==> config.mk <==
export PLATFORM = sky130hd
export DESIGN_NAME = i2c_rx_shift
export DESIGN_NICKNAME = d
export VERILOG_FILES = /design/src/rtl/i2c_rx_pkg.sv /design/src/rtl/i2c_bus_sync_edge.sv /design/src/rtl/i2c_rx_shift.sv
export SDC_FILE = /design/constraint.sdc
export NUM_CORES = 1
export LEC_CHECK = 0
export BUFFER_PORTS_ARGS = -buffer_cell sky130_fd_sc_hd__buf_2
export CAP_MARGIN = 20
export CORE_MARGIN = 3
export CORE_UTILIZATION = 53
export CTS_CLUSTER_DIAMETER = 100
export DETAILED_ROUTE_END_ITERATION = 6
export GPL_TIMING_DRIVEN = 0
export PLACE_DENSITY = 0.71
export SLEW_MARGIN = 20
export SYNTH_ARGS = -nofsm -noshare
export SYNTH_HDL_FRONTEND = slang
export SYNTH_SLANG_ARGS = --single-unit
==> constraint.sdc <==
create_clock -name clk -period 4.8 [get_ports clk]
set_clock_uncertainty 0.2 [all_clocks]
set_input_delay 0.96 -clock clk [delete_from_list [all_inputs] [get_ports clk]]
set_output_delay 0.96 -clock clk [all_outputs]
set_load 0.02 [all_outputs]
==> src/rtl/i2c_rx_pkg.sv <==
// Shared types and constants for the I2C receive-side shift/buffer logic.
package i2c_rx_pkg;

  typedef enum logic [1:0] {
    IDLE,
    BIT,
    ACK_WAIT,
    ACK_DRIVE
  } rxState_t;

  localparam int unsigned BITS_PER_BYTE = 8;

  function automatic int unsigned bytesPerWord(input int unsigned wordW);
    return wordW / BITS_PER_BYTE;
  endfunction

endpackage

==> src/rtl/i2c_bus_sync_edge.sv <==
// Synchronizes raw SCL/SDA and derives sample/fall edges plus START/STOP conditions.
module i2c_bus_sync_edge #(
  parameter int unsigned SYNC_STAGES = 2
) (
  input  logic clk,
  input  logic reset,
  input  logic SCLIn,
  input  logic SDAIn,
  output logic sclS,
  output logic sdaS,
  output logic sampleEdge,
  output logic fallEdge,
  output logic startDet,
  output logic stopDet
);

  logic [SYNC_STAGES-1:0] sclSync;
  logic [SYNC_STAGES-1:0] sdaSync;
  logic                   sclPrev;
  logic                   sdaPrev;

  // Reset to the idle-bus level so releasing reset never fakes an edge.
  always_ff @(posedge clk) begin
    if (reset) begin
      sclSync <= '1;
      sdaSync <= '1;
      sclPrev <= 1'b1;
      sdaPrev <= 1'b1;
    end else begin
      sclSync <= {sclSync[SYNC_STAGES-2:0], SCLIn};
      sdaSync <= {sdaSync[SYNC_STAGES-2:0], SDAIn};
      sclPrev <= sclSync[SYNC_STAGES-1];
      sdaPrev <= sdaSync[SYNC_STAGES-1];
    end
  end

  assign sclS       = sclSync[SYNC_STAGES-1];
  assign sdaS       = sdaSync[SYNC_STAGES-1];
  assign sampleEdge = sclS & ~sclPrev;
  assign fallEdge   = ~sclS & sclPrev;
  assign startDet   = sclS & sclPrev & sdaPrev & ~sdaS;
  assign stopDet    = sclS & sclPrev & ~sdaPrev & sdaS;

endmodule

==> src/rtl/i2c_rx_shift.sv <==
// I2C data-phase receiver: MSB-first shift, per-byte ACK/NACK, and ping-pong
// word buffers handed to the core over a valid/ready handshake.
module i2c_rx_shift
  import i2c_rx_pkg::*;
#(
  parameter int unsigned WORD_W      = 32,
  parameter int unsigned SYNC_STAGES = 2
) (
  input  logic              clk,
  input  logic              reset,
  input  logic              SCLIn,
  input  logic              SDAIn,
  output logic              SdaPullLow,
  output logic [WORD_W-1:0] RxOut,
  output logic              RxValid,
  input  logic              RxReady,
  output logic              BusBusy,
  output logic              Overflow,
  output logic              FrameErr
);

  localparam int unsigned BYTES = bytesPerWord(WORD_W);
  localparam int unsigned BCW   = (BYTES > 1) ? $clog2(BYTES) : 1;

  logic sclS, sdaS, sampleEdge, fallEdge, startDet, stopDet;

  i2c_bus_sync_edge #(.SYNC_STAGES(SYNC_STAGES)) uSync (
    .clk       (clk),
    .reset     (reset),
    .SCLIn     (SCLIn),
    .SDAIn     (SDAIn),
    .sclS      (sclS),
    .sdaS      (sdaS),
    .sampleEdge(sampleEdge),
    .fallEdge  (fallEdge),
    .startDet  (startDet),
    .stopDet   (stopDet)
  );

  rxState_t                 state, stateNext;
  logic [WORD_W-1:0]        shReg, shNext, shRestore;
  logic [BITS_PER_BYTE-1:0] topSave;
  logic [3:0]               bitCnt;
  logic [BCW-1:0]           byteCnt;
  logic [1:0]               full;
  logic [WORD_W-1:0]        bufMem [2];
  logic                     wrSel, rdSel, ackPending;
  logic                     partial, ackOk, lastByte, pop;
  logic                     newFrame, endFrame, frameErrNext;
  logic                     doShift, doDecide, driveAck, releaseAck;

  assign shNext    = {shReg[WORD_W-2:0], sdaS};
  assign shRestore = (shNext >> BITS_PER_BYTE) |
                     (WORD_W'(topSave) << (WORD_W - BITS_PER_BYTE));
  assign ackOk     = ~full[wrSel];
  assign lastByte  = (byteCnt == BCW'(BYTES - 1));
  assign RxValid   = full[rdSel];
  assign RxOut     = bufMem[rdSel];
  assign pop       = RxValid & RxReady;

  // The SCL rise that precedes a START/STOP is sampled as a bit; it only
  // counts toward a partial frame once SCL has fallen again.
  assign partial = (byteCnt != '0) || (bitCnt > 4'(sclS));

  always_ff @(posedge clk) begin
    if (reset) state <= IDLE;
    else       state <= stateNext;
  end

  always_comb begin
    stateNext    = state;
    newFrame     = 1'b0;
    endFrame     = 1'b0;
    frameErrNext = 1'b0;
    doShift      = 1'b0;
    doDecide     = 1'b0;
    driveAck     = 1'b0;
    releaseAck   = 1'b0;
    if (state == IDLE) begin
      if (startDet) begin
        stateNext = BIT;
        newFrame  = 1'b1;
      end
    end else if (stopDet) begin
      stateNext    = IDLE;
      endFrame     = 1'b1;
      frameErrNext = partial;
    end else if (startDet) begin
      stateNext    = BIT;
      newFrame     = 1'b1;
      frameErrNext = partial;
    end else begin
      case (state)
        BIT: begin
          if (sampleEdge) begin
            doShift = 1'b1;
            if (bitCnt == 4'(BITS_PER_BYTE - 1)) begin
              doDecide  = 1'b1;
              stateNext = ACK_WAIT;
            end
          end
        end
        ACK_WAIT: begin
          if (fallEdge) begin
            driveAck  = 1'b1;
            stateNext = ACK_DRIVE;
          end
        end
        ACK_DRIVE: begin
          if (fallEdge) begin
            releaseAck = 1'b1;
            stateNext  = BIT;
          end
        end
        default: stateNext = IDLE;
      endcase
    end
  end

  always_ff @(posedge clk) begin
    if (reset) begin
      shReg      <= '0;
      topSave    <= '0;
      bitCnt     <= '0;
      byteCnt    <= '0;
      full       <= '0;
      bufMem[0]  <= '0;
      bufMem[1]  <= '0;
      wrSel      <= 1'b0;
      rdSel      <= 1'b0;
      ackPending <= 1'b0;
      SdaPullLow <= 1'b0;
      BusBusy    <= 1'b0;
      Overflow   <= 1'b0;
      FrameErr   <= 1'b0;
    end else begin
      Overflow <= 1'b0;
      FrameErr <= frameErrNext;
      if (newFrame || endFrame) begin
        shReg      <= '0;
        bitCnt     <= '0;
        byteCnt    <= '0;
        SdaPullLow <= 1'b0;
        BusBusy    <= newFrame;
      end
      if (doShift) begin
        bitCnt <= bitCnt + 4'd1;
        if (bitCnt == '0) topSave <= shReg[WORD_W-1 -: BITS_PER_BYTE];
        shReg <= shNext;
      end
      if (doDecide) begin
        ackPending <= ackOk;
        if (!ackOk) begin
          Overflow <= 1'b1;
          shReg    <= shRestore;
        end else if (lastByte) begin
          bufMem[wrSel] <= shNext;
          full[wrSel]   <= 1'b1;
          wrSel         <= ~wrSel;
          byteCnt       <= '0;
        end else begin
          byteCnt <= byteCnt + BCW'(1);
        end
      end
      if (driveAck) SdaPullLow <= ackPending;
      if (releaseAck) begin
        SdaPullLow <= 1'b0;
        bitCnt     <= '0;
      end
      // Commit and pop never target the same buffer (commit needs it empty).
      if (pop) begin
        full[rdSel] <= 1'b0;
        rdSel       <= ~rdSel;
      end
    end
  end

endmodule

==> flow_summary.yaml <==
synthesis:
  seq_area_frac_synth_pct: 55.9
  ys.flop_type: "edfxtp_1"
  yosysWarnings: 0
  synthDistinctLibCells: 49
  yosys.area_share.adder_pct: 1.99
  muxShareOfSynthArea_pct: 8.16
  syn_area_per_cell_um2: 11.2
  synth_compound_area_share_pct: 11.0
  synth-async-reset-ratio_pct: 0
  synth-edff-count: 64
  synth_xor_area_share_pct: 0.310
  synth.net_count: 521
  ys_ff_latch: 126
  synthCells: 507
  synthSimpleGateAreaFrac_pct: 18.8
  synthesis.area_mm2: 0.00566
  synth_top_family_by_area: "simple AND/OR/NAND/NOR gates"
floorplanning:
  dieArea_mm2: 0.0119
  core_mm2: 0.0104
  die_w_um: 109
  initial_utilization_pct: 54.5
  die_h_um: 109
  ios: 42
  rows: 37
routing:
  routed.top_layer: "met4"
  drc: 0
  wl_met1_um: 5010
  met2WireLength_um: 5680
  avgRoutedWirePerCell_um: 16.0
  first_iter_violations: 219
  wirelength_um: 11400
  dr.pass1.iters: 4
  drt-vias-per-instance: 5.45
  via_count: 3904
  antenna_left: 0
  wl_met3_um: 512
worst_setup_path:
  cp.required_ps: 3640
  cp_slowest_cell: "buf_1"
  r2r-start: "state[0]"
  path_depth: 4
  end_kind: "primary output"
  rr_worst_depth: 7
  crit_buf_inv: 3
  arrival_ps: 2240
  cp-endpoint: "RxOut[0]"
  startpoint_type: "flip-flop"
  cp_top_family: "buffers and inverters"
  path_cells: "clkbuf_1, buf_1, mux2_2, buf_2"
  critPathMaxFanout: 10
  r2r_slack_ps: 1730
  worstReg2RegEnd: "bufMem[1][23]"
  critPathMaxStageDelay_ps: 530
  worst-setup-path-type: "flip-flop to primary output"
sta:
  fmax_ghz: 0.294
  slew_viol_final: 0
  fin_crit_sh_pct: 70.9
  fin_crit_ps: 3400
  rsz0062_at_grt: "false"
  setup_viol: 0
  finalHoldViolCount: 0
  setup_tns_ps: 0
  hold-worst-slack_ps: 206
  tightest_slew_ps: 840
  max_slew_margin_pct: 44.0
run:
  max_cap_violations: 0
status:
  status: "completed"
global_route:
  grt_max_degree: 33
  grt_pass1_vias: 3837
  antenna_found_initial: 0
  track_usage_pct: 20.8
  gr-total-overflow: 0
  grt_pass1_wl_um: 18800
worst_hold_path:
  worstHoldPathType: "flip-flop to flip-flop"
clock_tree:
  cts_tree: "yes"
  worstSkewPairLatency_ps: 520
  postCtsSetupRepairBufs: 0
  root_buffer: "clkbuf_8"
  cts_resized: 0
  numCtsBuffers: 17
  h-tree-depth: 4
  clockBufferDepth: 2
  postCtsHoldBufs: 0
  clock-sinks: 126
  path_clk_slew_ps: 60
cells_and_area:
  layout_common_cells: "and2_1, edfxtp_1, dfxtp_1"
  antenna_cells: 0
  fin_nets: 581
  finish.utilization_pct: 64.4
  layout-drive-gt1-share_pct: 24.7
  final_area_mm2: 0.00668
  syn_to_final_growth_pct: 18.1
  final_common_cell: "and2_1"
placed_design:
  place.gp.congestion: 0.844
  post-dp-hpwl_um: 7660
  portBuffers: 40
  dpl_cell_area_mm2: 0.00606
pwr:
  total_power_uw: 2600
  ir_worst_vdd_mv: 0.194
  power_density_mw_per_mm2: 389
  leakagePower_uw: 0.00261
-- flip-flops by register name (all words and copies together) (netlist names), named ones only --
name           cells
full               2
uSync.sdaPrev      1
uSync.sclPrev      1
rdSel              1
SdaPullLow         1
bufMem            64
FrameErr           1
state              2
uSync.sdaSync      2
bitCnt             4
ackPending         1
topSave            7
shReg             31
byteCnt            2
wrSel              1
uSync.sclSync      2
BusBusy            1
Overflow           1
-- cells by family (layout without fill, tap and decap cells) --
family,Yosys count,count (layout)
AND/OR/NAND/NOR,196,196
XOR/XNOR,2,2
multiplexers,42,42
AO/OA/AOI/OAI,88,88
flip-flops,126,126
adder cells (fa/ha/maj),9,9
buffers and inverters,44,117
-- layout make-up --
type                       count  area (um^2)
fill                         818         3690
sequential                   126         3160
multi-input combinational    337         2290
clock buffer                  19          422
timing repair buffer          41          228
clock inverter                13          195
buffer                        37          189
tap                          136          170
inverter                       7         26.3
-- through the flow --
| step | worst slack, ps | cells |
|---|---|---|
| floorplan | 1130 | 507 |
| global placement | 100 | 683 |
| detailed placement | 1590 | 684 |
| CTS | 1320 | 716 |
| global route | 1230 | 716 |
| finish | 1400 | 716 |
-- synth_stat cells, types with 2 or more instances --
cell type	number	share of area [%]
nor3_1	5	0.44
or2_2	7	0.77
a22oi_1	2	0.27
buf_6	4	0.80
and3_1	2	0.22
a31oi_1	2	0.22
buf_2	7	0.62
clkbuf_2	3	0.27
ha_1	9	2.0
clkbuf_1	18	1.2
edfxtp_1	64	34
dfxtp_1	62	22
o21ai_0	32	2.8
xor2_1	2	0.31
and2_1	65	7.2
buf_1	3	0.20
nor4_1	2	0.22
nor2b_1	2	0.22
a21oi_1	9	0.80
nand4b_1	2	0.31
a211oi_2	9	2.0
nand3_1	8	0.71
nor3b_1	2	0.27
nand2_1	38	2.5
nor2_1	52	3.5
o21bai_1	2	0.27
inv_1	7	0.46
mux2i_1	9	1.6
a211oi_1	24	3.2
buf_4	2	0.27
o21a_1	2	0.27
mux2_2	33	6.6
-- worst min-delay path by stage --
stage / startpoint / to / cells after the start
2_1_floorplan: uSync.sclSync[0] / uSync.sclSync[1] / 1
3_3_place_gp: uSync.sdaSync[0] / uSync.sdaSync[1] / 1
3_5_place_dp: uSync.sclSync[0] / uSync.sclSync[1] / 1
4_1_cts: uSync.sclSync[0] / uSync.sclSync[1] / 1
5_1_grt: uSync.sclSync[0] / uSync.sclSync[1] / 1
6_report: uSync.sclSync[0] / uSync.sclSync[1] / 1
-- layer usage --
metal	up-vias	global-route usage, %
li1	1919	-
met3	19	4.93
met2	110	34.0
met4	0	10.4
met1	1856	26.0
met5	-	0
-- where the power goes --
group / internal (uW) / switching [uW] / total [uW]
clock network: 889 / 445 / 1330
registers: 1150 / 7.02 / 1160
logic: 40.9 / 69.2 / 110
total: 2080 / 521 / 2600
No activity file was read; power rests on OpenSTA's default activity.
